===== config.mk =====
export PLATFORM = sky130hd
export DESIGN_NAME = obj_det_alert_sequencer
export DESIGN_NICKNAME = d
export VERILOG_FILES = /design/src/rtl/obj_det_pkg.sv /design/src/rtl/frame_run_counter.sv /design/src/rtl/obj_det_alert_sequencer.sv
export SDC_FILE = /design/constraint.sdc
export NUM_CORES = 1
export LEC_CHECK = 0
export BUFFER_PORTS_ARGS = -buffer_cell sky130_fd_sc_hd__buf_4
export CAP_MARGIN = 20
export CORE_MARGIN = 1
export CORE_UTILIZATION = 50
export CTS_BUF_LIST = sky130_fd_sc_hd__clkbuf_4 sky130_fd_sc_hd__clkbuf_8 sky130_fd_sc_hd__clkbuf_16
export DETAILED_ROUTE_END_ITERATION = 8
export GPL_TIMING_DRIVEN = 0
export HOLD_SLACK_MARGIN = 0.1
export PLACE_DENSITY = 0.82
export SLEW_MARGIN = 30
export SYNTH_ARGS = -nofsm -noshare
export SYNTH_HDL_FRONTEND = slang
export SYNTH_SLANG_ARGS = --single-unit

===== constraint.sdc =====
create_clock -name clk -period 2.4 [get_ports clk]
set_clock_uncertainty 0.15 [all_clocks]
set_input_delay 0.12 -clock clk [delete_from_list [all_inputs] [get_ports clk]]
set_output_delay 0.12 -clock clk [all_outputs]
set_load 0.005 [all_outputs]

===== src/rtl/obj_det_pkg.sv =====
// Shared definitions for the suspicious-object alert sequencer.
//   STATE_W        width of the exported FSM state code
//   SUSP_RUN_W     width of the consecutive-suspicious-frame counter
//   EVT_W_DEFAULT  default width of the alarm event counter
//   state_e        FSM encoding; codes are visible to software through state_out
package obj_det_pkg;

  localparam int unsigned STATE_W       = 3;
  localparam int unsigned SUSP_RUN_W    = 8;
  localparam int unsigned EVT_W_DEFAULT = 16;

  localparam logic [STATE_W-1:0] ST_IDLE_CODE    = 3'd0;
  localparam logic [STATE_W-1:0] ST_CAPTURE_CODE = 3'd1;
  localparam logic [STATE_W-1:0] ST_SETTLE_CODE  = 3'd2;
  localparam logic [STATE_W-1:0] ST_MONITOR_CODE = 3'd3;
  localparam logic [STATE_W-1:0] ST_CONFIRM_CODE = 3'd4;
  localparam logic [STATE_W-1:0] ST_ALARM_CODE   = 3'd5;

  typedef enum logic [STATE_W-1:0] {
    StIdle    = ST_IDLE_CODE,
    StCapture = ST_CAPTURE_CODE,
    StSettle  = ST_SETTLE_CODE,
    StMonitor = ST_MONITOR_CODE,
    StConfirm = ST_CONFIRM_CODE,
    StAlarm   = ST_ALARM_CODE
  } state_e;

endpackage


===== src/rtl/frame_run_counter.sv =====
// Saturating consecutive-frame run counter.
//   clk, resetn  clock, asynchronous active-low reset
//   en           a frame completed this cycle and should be counted
//   hit          frame matched (increment); a non-matching frame restarts the run
//   clr          synchronous clear, overrides en
//   count        current run length, saturates at all-ones
//   tc           count has already reached TARGET
//   tc_next      this cycle's frame makes the run reach TARGET
module frame_run_counter #(
  parameter int unsigned CNT_W  = 8,
  parameter int unsigned TARGET = 1
) (
  input  logic             clk,
  input  logic             resetn,
  input  logic             en,
  input  logic             hit,
  input  logic             clr,
  output logic [CNT_W-1:0] count,
  output logic             tc,
  output logic             tc_next
);

  localparam logic [CNT_W:0] TargetExt = (CNT_W+1)'(TARGET);

  logic [CNT_W-1:0] count_q, count_d;
  logic [CNT_W:0]   count_inc;

  // One bit wider so the compare against TARGET never wraps.
  assign count_inc = (CNT_W+1)'(count_q) + (CNT_W+1)'(1);

  always_comb begin
    count_d = count_q;
    if (clr) begin
      count_d = '0;
    end else if (en) begin
      if (!hit) begin
        count_d = '0;
      end else if (count_q != '1) begin
        count_d = count_inc[CNT_W-1:0];
      end
    end
  end

  always_ff @(posedge clk or negedge resetn) begin
    if (!resetn) begin
      count_q <= '0;
    end else begin
      count_q <= count_d;
    end
  end

  assign count   = count_q;
  assign tc      = ((CNT_W+1)'(count_q) >= TargetExt);
  assign tc_next = en & hit & (count_inc >= TargetExt);

endmodule


===== src/rtl/obj_det_alert_sequencer.sv =====
// Frame-level sequencer for the suspicious object detector: triggers reference capture once
// the camera is configured, lets the detector settle, debounces the per-frame suspicion flag,
// raises a latched alarm and re-captures the reference after software acknowledge.
//
// Build option: define OBJ_DET_ALERT_AUTOCLEAR_EN to let CLEAR_FRAMES consecutive clean frames
// clear the alarm as if it had been acknowledged. Without it CLEAR_FRAMES is unused.
//
// Ports:
//   clk, resetn         clock, asynchronous active-low reset
//   i2c_config_done     camera configured (level); dropping it returns to idle
//   frame_done          1-cycle pulse, detector flags valid
//   obj_detected        object flag, sampled on frame_done
//   susp_obj_detected   suspicion flag, sampled on frame_done
//   alarm_ack           software acknowledge pulse
//   rearm_req           request a fresh reference capture
//   start_capture       1-cycle pulse to detector control
//   alarm               latched alarm level
//   obj_present         object flag of the last observed (non-settle) frame
//   state_out           current FSM state code
//   susp_run            consecutive suspicious frames, saturating
//   alarm_count         alarms raised since reset, saturating
module obj_det_alert_sequencer
  import obj_det_pkg::*;
#(
  parameter int unsigned CONFIRM_FRAMES = 4,
  parameter int unsigned SETTLE_FRAMES  = 2,
  parameter int unsigned CLEAR_FRAMES   = 8,
  parameter int unsigned EVT_W          = EVT_W_DEFAULT
) (
  input  logic                  clk,
  input  logic                  resetn,
  input  logic                  i2c_config_done,
  input  logic                  frame_done,
  input  logic                  obj_detected,
  input  logic                  susp_obj_detected,
  input  logic                  alarm_ack,
  input  logic                  rearm_req,
  output logic                  start_capture,
  output logic                  alarm,
  output logic                  obj_present,
  output logic [STATE_W-1:0]    state_out,
  output logic [SUSP_RUN_W-1:0] susp_run,
  output logic [EVT_W-1:0]      alarm_count
);

  state_e state_q, state_d;

  logic             start_capture_q;
  logic             alarm_q;
  logic             obj_present_q, obj_present_d;
  logic [EVT_W-1:0] alarm_count_q, alarm_count_d;

  logic in_watch;
  logic obs_state;

  assign in_watch  = (state_q == StMonitor) || (state_q == StConfirm);
  assign obs_state = in_watch || (state_q == StAlarm);

  // Settle: every frame counts; the counter idles at zero outside SETTLE.
  logic [SUSP_RUN_W-1:0] settle_cnt;
  logic                  settle_tc, settle_tc_next, settle_done;

  frame_run_counter #(
    .CNT_W  (SUSP_RUN_W),
    .TARGET (SETTLE_FRAMES)
  ) u_settle_cnt (
    .clk     (clk),
    .resetn  (resetn),
    .en      (frame_done && (state_q == StSettle)),
    .hit     (1'b1),
    .clr     (state_q != StSettle),
    .count   (settle_cnt),
    .tc      (settle_tc),
    .tc_next (settle_tc_next)
  );

  // settle_tc covers SETTLE_FRAMES == 0, where no frame is waited for.
  assign settle_done = settle_tc | settle_tc_next;

  // Confirm: frames dropped by rearm or config loss must not advance the run.
  logic [SUSP_RUN_W-1:0] conf_cnt;
  logic                  conf_en, conf_clr, conf_tc, conf_tc_next;

  assign conf_en  = frame_done && in_watch && i2c_config_done && !rearm_req;
  assign conf_clr = (state_d == StCapture) || (state_d == StIdle);

  frame_run_counter #(
    .CNT_W  (SUSP_RUN_W),
    .TARGET (CONFIRM_FRAMES)
  ) u_confirm_cnt (
    .clk     (clk),
    .resetn  (resetn),
    .en      (conf_en),
    .hit     (susp_obj_detected),
    .clr     (conf_clr),
    .count   (conf_cnt),
    .tc      (conf_tc),
    .tc_next (conf_tc_next)
  );

  logic clear_hit;

`ifdef OBJ_DET_ALERT_AUTOCLEAR_EN
  logic [SUSP_RUN_W-1:0] clear_cnt;
  logic                  clear_tc;

  // Clean-frame run while alarmed; a suspicious frame restarts it.
  frame_run_counter #(
    .CNT_W  (SUSP_RUN_W),
    .TARGET (CLEAR_FRAMES)
  ) u_clear_cnt (
    .clk     (clk),
    .resetn  (resetn),
    .en      (frame_done && (state_q == StAlarm) && i2c_config_done && !alarm_ack),
    .hit     (!susp_obj_detected),
    .clr     (state_q != StAlarm),
    .count   (clear_cnt),
    .tc      (clear_tc),
    .tc_next (clear_hit)
  );

  logic unused_clear;
  assign unused_clear = ^{clear_cnt, clear_tc};
`else
  assign clear_hit = 1'b0;
`endif

  logic unused_cnt;
  assign unused_cnt = ^{settle_cnt, conf_tc};

  always_comb begin
    state_d = state_q;
    if ((state_q != StIdle) && !i2c_config_done) begin
      state_d = StIdle;
    end else begin
      unique case (state_q)
        StIdle: begin
          if (i2c_config_done) state_d = StCapture;
        end
        // frame_done here is dropped on purpose: the reference is not valid yet.
        StCapture: state_d = StSettle;
        StSettle: begin
          if (rearm_req) begin
            state_d = StCapture;
          end else if (settle_done) begin
            state_d = StMonitor;
          end
        end
        StMonitor, StConfirm: begin
          if (rearm_req) begin
            state_d = StCapture;
          end else if (frame_done) begin
            if (susp_obj_detected) begin
              state_d = conf_tc_next ? StAlarm : StConfirm;
            end else begin
              state_d = StMonitor;
            end
          end
        end
        StAlarm: begin
          if (alarm_ack || clear_hit) state_d = StCapture;
        end
        default: state_d = StIdle;
      endcase
    end
  end

  always_comb begin
    obj_present_d = obj_present_q;
    if (state_d == StCapture) begin
      obj_present_d = 1'b0;
    end else if (frame_done && obs_state && i2c_config_done) begin
      obj_present_d = obj_detected;
    end
  end

  always_comb begin
    alarm_count_d = alarm_count_q;
    if ((state_d == StAlarm) && (state_q != StAlarm) && (alarm_count_q != '1)) begin
      alarm_count_d = alarm_count_q + EVT_W'(1);
    end
  end

  always_ff @(posedge clk or negedge resetn) begin
    if (!resetn) begin
      state_q         <= StIdle;
      start_capture_q <= 1'b0;
      alarm_q         <= 1'b0;
      obj_present_q   <= 1'b0;
      alarm_count_q   <= '0;
    end else begin
      state_q         <= state_d;
      start_capture_q <= (state_d == StCapture);
      alarm_q         <= (state_d == StAlarm);
      obj_present_q   <= obj_present_d;
      alarm_count_q   <= alarm_count_d;
    end
  end

  assign start_capture = start_capture_q;
  assign alarm         = alarm_q;
  assign obj_present   = obj_present_q;
  assign state_out     = state_q;
  assign susp_run      = conf_cnt;
  assign alarm_count   = alarm_count_q;

endmodule


Yosys cells after proc, flatten, opt, wreduce, memory -nomap -nowiden
Cells that the tools add are included.
Operators by class
  order comparisons: 3
  reduce and logical (&&, ||, !) cells: 24
  $add $sub $neg: 3
  muxes and demuxes: 19
  bitwise logic cells: 4
  eq/ne operators: 13
Operator list (number)
  $mux W8: 7
  $mux W3: 8
  $add A8 B1 Y9 const B: 2
  $add A16 B1 Y16 const B: 1
  $ne A16 B16 Y1 const B: 1
  $ne A8 B8 Y1 const B: 2
  $pmux W3 S5: 1
  $eq A3 B3 Y1 const B: 3
  $ge A9 B2 Y1 const B: 1
  $ge A9 B3 Y1 const B: 1
  $logic_and A1 B1 Y1: 9
  $ge A8 B2 Y1 const B: 1
  $reduce_bool A2 Y1: 4
  $eq A3 B1 Y1 const B: 2
  $eq A3 B2 Y1 const B: 2
  $logic_not A3 Y1: 2
  $reduce_and A2 Y1: 2
  $and A1 B1 Y1: 3
  $logic_or A1 B1 Y1: 3
  $mux W1: 3
  $ne A3 B1 Y1 const B: 1
  $ne A3 B2 Y1 const B: 1
  $ne A3 B3 Y1 const B: 1
  $reduce_bool A3 Y1: 1
  other kinds (3): 4
Word-level totals
  flip-flop bits (word level): 38
  bits of input ports: 8

Depth between registers and ports, before layout
  depth in word-level cells: 17
  gate-level depth with buffers: 8
  gate-level depth less buffers: 8

Modules after synthesis
A second synthesis with hierarchy kept.
Second synthesis, totals
  cells, all modules: 274
  area total of the unflattened synthesis: 2582.5 um2
Modules (own cells, without submodules)
  obj_det_alert_sequencer: area an instance 1276.2 um2, seq. area each 550.5 um2, cells each 125, times used 1
  frame_run_counter at u_settle_cnt: area an instance 670.6 um2, seq. area each 200.2 um2, cells each 74, times used 1
  frame_run_counter at u_confirm_cnt: area an instance 635.6 um2, seq. area each 200.2 um2, cells each 75, times used 1

Worst setup path before layout
OpenSTA, ideal clock, no wires.
  kind: register -> register
  start point: reg state_q[1], in the netlist state_out[1]
  end point: reg alarm_count_q[13], in the netlist alarm_count[13]
  required time: 2171 ps
  arrival time: 2113 ps
  cell stages (with the launch flop): 8
  library setup time: 79 ps
  clock period less this slack: 2343 ps
  path buffers: 2
  slack: 57 ps
  cells stage by stage: dfrtp_1 > buf_2 > or3b_4 > a211o_1 > a211o_4 > buf_6 > nor4_4 > xor2_1
On the way
  longest elaborated chain between the ends: 16
Ends and longest elaborated chain
  start: declaration: RTL line obj_det_alert_sequencer.sv:46  | state_e state_q, state_d;
  start signal: assignment: RTL line obj_det_alert_sequencer.sv:186  | state_q <= StIdle;
  start signal: assignment: RTL line obj_det_alert_sequencer.sv:192  | state_q <= state_d;
  $eq A3 B2 Y1 / $eq A3 B3 Y1 (equally long branches): RTL line obj_det_alert_sequencer.sv:56, obj_det_alert_sequencer.sv:136
  $logic_or A1 B1 Y1: RTL line obj_det_alert_sequencer.sv:56  | assign in_watch = (state_q == StMonitor) || (state_q == StConfirm);
  $logic_and A1 B1 Y1 (3 in series): RTL line obj_det_alert_sequencer.sv:84  | assign conf_en = frame_done && in_watch && i2c_config_done && !rearm_req;
  $and A1 B1 Y1 (2 in series): RTL line frame_run_counter.sv:54  | assign tc_next = en & hit & (count_inc >= TargetExt);
  $mux W1: RTL line obj_det_alert_sequencer.sv:154  | state_d = conf_tc_next ? StAlarm : StConfirm;
  $mux W3: RTL line obj_det_alert_sequencer.sv:153  | if (susp_obj_detected) begin
  $mux W3: RTL line obj_det_alert_sequencer.sv:152  | end else if (frame_done) begin
  $mux W3: RTL line obj_det_alert_sequencer.sv:150  | if (rearm_req) begin
  $pmux W3 S5: RTL line obj_det_alert_sequencer.sv:136  | unique case (state_q)
  $mux W3: RTL line obj_det_alert_sequencer.sv:133  | if ((state_q != StIdle) && !i2c_config_done) begin
  $eq A3 B3 Y1: RTL line obj_det_alert_sequencer.sv:179  | if ((state_d == StAlarm) && (state_q != StAlarm) && (alarm_count_q != '1)) begin
  $logic_and A1 B1 Y1 (*) (2 in series): RTL line obj_det_alert_sequencer.sv:179
  end signal: assignment: RTL line obj_det_alert_sequencer.sv:196  | alarm_count_q <= alarm_count_d;
  end: declaration: RTL line obj_det_alert_sequencer.sv:51  | logic [EVT_W-1:0] alarm_count_q, alarm_count_d;
Mark *: on every way between the ends. The rest lies on a longest branch, timed or not.
A chain may end at the register's enable or synchronous reset.

Final worst setup path
  start point: reg u_confirm_cnt.count_q[0], in the netlist u_confirm_cnt.count[0]
  end point: reg alarm_count_q[10], in the netlist alarm_count[10]
On the way
  longest elaborated chain between the ends: 12
Ends and longest elaborated chain
  start: declaration: RTL line frame_run_counter.sv:25  | logic [CNT_W-1:0] count_q, count_d;
  start signal: assignment: RTL line frame_run_counter.sv:48  | count_q <= count_d;
  $add A8 B1 Y9: RTL line frame_run_counter.sv:29  | assign count_inc = (CNT_W+1)'(count_q) + (CNT_W+1)'(1);
  $ge A9 B3 Y1: RTL line frame_run_counter.sv:54
  $and A1 B1 Y1: RTL line frame_run_counter.sv:54
  $mux W1: RTL line obj_det_alert_sequencer.sv:154
  $mux W3: RTL line obj_det_alert_sequencer.sv:153
  $mux W3: RTL line obj_det_alert_sequencer.sv:152
  $mux W3: RTL line obj_det_alert_sequencer.sv:150
  $pmux W3 S5: RTL line obj_det_alert_sequencer.sv:136
  $mux W3: RTL line obj_det_alert_sequencer.sv:133
  $eq A3 B3 Y1: RTL line obj_det_alert_sequencer.sv:179
  $logic_and A1 B1 Y1 (2 in series): RTL line obj_det_alert_sequencer.sv:179
No other way between the ends.

==> impl_results.md <==
* Switching Fraction at 32.7%
* Unrepaired setup endpoints after global routing: yes
* Die height at 69.9 um
* # placed instances at 333
* Ant. Diodes at 0
* Vias in the first global route at 2031
* Commonest cells in the synthesized netlist: 38 x dfrtp_1, 26 x nor2_1, 17 x xor2_1, 15 x nand2_1, 13 x nor3_1
* Net Sw Power at 0.551 mW
* Initial antenna violation count at 0
* Critical Path Start Type: flop
* Avg Inst Size Synth at 9.38 um2
* ANT nets after route at 0
* Reg2Reg Depth at 8
* Later-pin clock latency in the skew report at 290 ps
* Mapped Area at 0.00231 mm2
* Fin nets at 318
* IO buf count at 35
* Combinational power share at 28.2%
* Detailed Routing Iterations Pass 1 at 4
* CTS tree: yes
* Die width at 69.9 um
* Setup crit end: alarm_count[10]
* Max Clk Rate at 0.423 GHz
* Setup violators final at 0
* Tmin final at 2360 ps
* Syn nets at 259
* Yosys reg bits at 38
* Static Leak at 1.35 nW
* Peak VDD IR at 0.349 mV
* Largest net degree at the start of global routing at 39
* CP max-delay cell: dfrtp_2
* Die ar. at 0.00489 mm2
* Top-count cell post-synth: dfrtp_1
* Distinct cells, synth at 55
* Register area at 958 um2
* H-tree Lvls at 2
* Internal power at 1.13 mW
* Mapped Cells at 246
* Worst-path clk slew at 80 ps
* Launching point of the worst reg2reg path: u_confirm_cnt.count[0]
* Hold crit path type: input pin to flop
* HPWL Detailed at 3420 um
* Num Clock Sinks at 38
* Yosys warns at 0
* Area leader, netlist: dfrtp_1
* Max cap viols at 0
* Crit path capture type: flop
* Critical Path Source: u_confirm_cnt.count[0]
* Worst relative slew slack at 66.9%
* Final Hold Viols at 0
* Num ports at 38
* Final clock period utilization by the worst path at 98.5%
* First-pass GRT wire length at 8840 um
* Layout cell share with drive strength beyond 1 at 32.0%
* Max-slew violations at 0
* GRT Resource Usage Total at 22.1%
* RD Place Congestion at 0.883
* Avg WL per Cell at 15.4 um
* Starting Density at 52.7%
* Critical Path, Cell by Cell: ha_4, nand2_1, nor4_1, o311a_1, a211o_4, buf_12, nor4_4, xor2_1
* Clock Power Share at 28.4%
* Sequential share of power at 43.3%
* CP max FO at 7
* Root Buffer: clkbuf_8
* Fin cells at 358
* Core area at 0.00438 mm2
* CTS Buffer Depth at 2
* Reg2reg setup slack at 40 ps
* Crit Path Class: flop to flop
* Std cell rows at 24
* FF-to-FF End: alarm_count[10]
* Critical Path AT at 2420 ps
* Dominant synthesized flop cell: dfrtp_1
* Slew @ Worst Pin at 497 ps
* Total CTS buffers at 5
* Total grt overflow at 0
* Area share of the largest cell type after synthesis at 41.2%
* Layout area overhead at 31.5%
* DRC at 0
* Ys async rst share at 100%
* Top cells by area, synth: dfrtp_1 41%, xor2_1 6.4%, nor2_1 4.2%
* Final WL at 5520 um
* # fillers at 352
* Critical Path Max Stage Delay at 460 ps
* Crit path required time at 2450 ps
* Power Density at 554 mW/mm2
* Area of the multi-input gates at 0.00138 mm2
* Vias at 2115
* Register area share after synthesis at 41.2%
* Hold_ws at 128 ps
* Outcome: complete, no violations
* Iter 0 DRT Violations at 138
* Post-synth EDFFs at 0
* Vias per cell at 5.91
## layout by cell type (no fill, tap or decap), types with 3 or more instances in the layout
master	instances
nor2_1	23
dfrtp_2	6
nor2b_1	3
nor3b_2	3
dfrtp_1	32
dlygate4sd3_1	3
xor2_1	17
inv_1	9
nand4_1	7
a211oi_1	3
nand3_1	7
and4_1	3
nand2_1	15
nor4_1	3
clkbuf_1	5
and3_1	5
nand2b_1	3
mux2_2	3
o21ai_0	8
ha_1	4
nor4_4	5
a21oi_1	11
buf_4	50
o211ai_1	3
nor3_1	11
nor2_2	3
clkbuf_8	6
buf_6	3
## per-layer routing
metal | vias to the layer above | wire length (um) | part of all wire (%) | track usage [%]
met5 | - | 0 | 0 | 0
met4 | 0 | 60 | 1.1 | 7.33
met3 | 7 | 221 | 4.0 | 4.47
met2 | 46 | 2710 | 49 | 38.0
met1 | 1043 | 2530 | 46 | 27.6
li1 | 1019 | - | - | -
## power groups by stage
stage | clock network, mW | registers [mW] | logic [mW]
4_1_cts | 0.481 | 0.736 | 0.419
5_1_grt | 0.515 | 0.735 | 0.528
2_1_floorplan | 0 | 0.726 | 0.292
3_3_place_gp | 0 | 0.727 | 0.431
3_5_place_dp | 0 | 0.729 | 0.435
6_report | 0.478 | 0.728 | 0.475
## registers in the layout, summed over array words and instances (netlist names)
name                 cells
u_confirm_cnt.count      8
start_capture            1
u_settle_cnt.count       8
obj_present              1
alarm_count             16
alarm                    1
state_out                3
## repair_timing
| action | in CTS | in global routing |
|---|---|---|
| gates cloned | 0 | 1 |
| endpoints found under the setup margin | 18 | 23 |
| gates resized for setup | 10 | 28 |
| hold buffers | 3 | 0 |
| hold endpoints to repair | 42 | 0 |
| pin swaps | 2 | 13 |
| setup buffers | 3 | 11 |
## area by class of cell
cell class / count / area share, %
clock buffer: 7 / 2.97
multi-input combinational: 188 / 45.5
inverter: 9 / 1.11
timing repair buffer: 53 / 13.9
buffer: 10 / 2.64
tap: 52 / 2.14
sequential: 38 / 31.6
clock inverter: 1 / 0.165
## how the worst min path moves through the flow
stage	startpoint	to	cells past startpoint
2_1_floorplan	resetn	alarm	0
3_3_place_gp	resetn	u_settle_cnt.count[2]	1
3_5_place_dp	resetn	u_settle_cnt.count[3]	1
4_1_cts	obj_detected	obj_present	4
5_1_grt	frame_done	u_settle_cnt.count[6]	3
6_report	obj_detected	obj_present	4
## worst max-delay path, delay by kind of cell, from the launching register on
family	cells	cell delay, ps
AO/OA/AOI/OAI	2	760
XOR/XNOR	1	200
adder cells (fa/ha/maj)	1	200
buffers and inverters	1	160
flip-flops	1	460
AND/OR/NAND/NOR	3	350
## cell families after synthesis
| group | synth area share [%] |
|---|---|
| compound gates | 15.2 |
| buf+inv | 3.79 |
| simple gates | 28.0 |
| flops | 41.2 |
| xor+xnor | 7.21 |
| fa+ha+maj | 2.71 |
| mux | 1.90 |
## metrics by stage
stage	worst slack [ps]	power, mW	util (%)	setup TNS [ps]	instance area (um2)
after floorplan	57.5	1.02	-	0	2310
after global placement	-144	1.16	60.1	-958	2640
after detailed placement	-158	1.16	60.1	-1260	2640
after CTS	4.86	1.64	64.2	0	2810
after global routing	-70.6	1.78	69.3	-326	3040
final	36.3	1.68	69.3	0	3040
No activity file was read; power rests on OpenSTA's default activity.
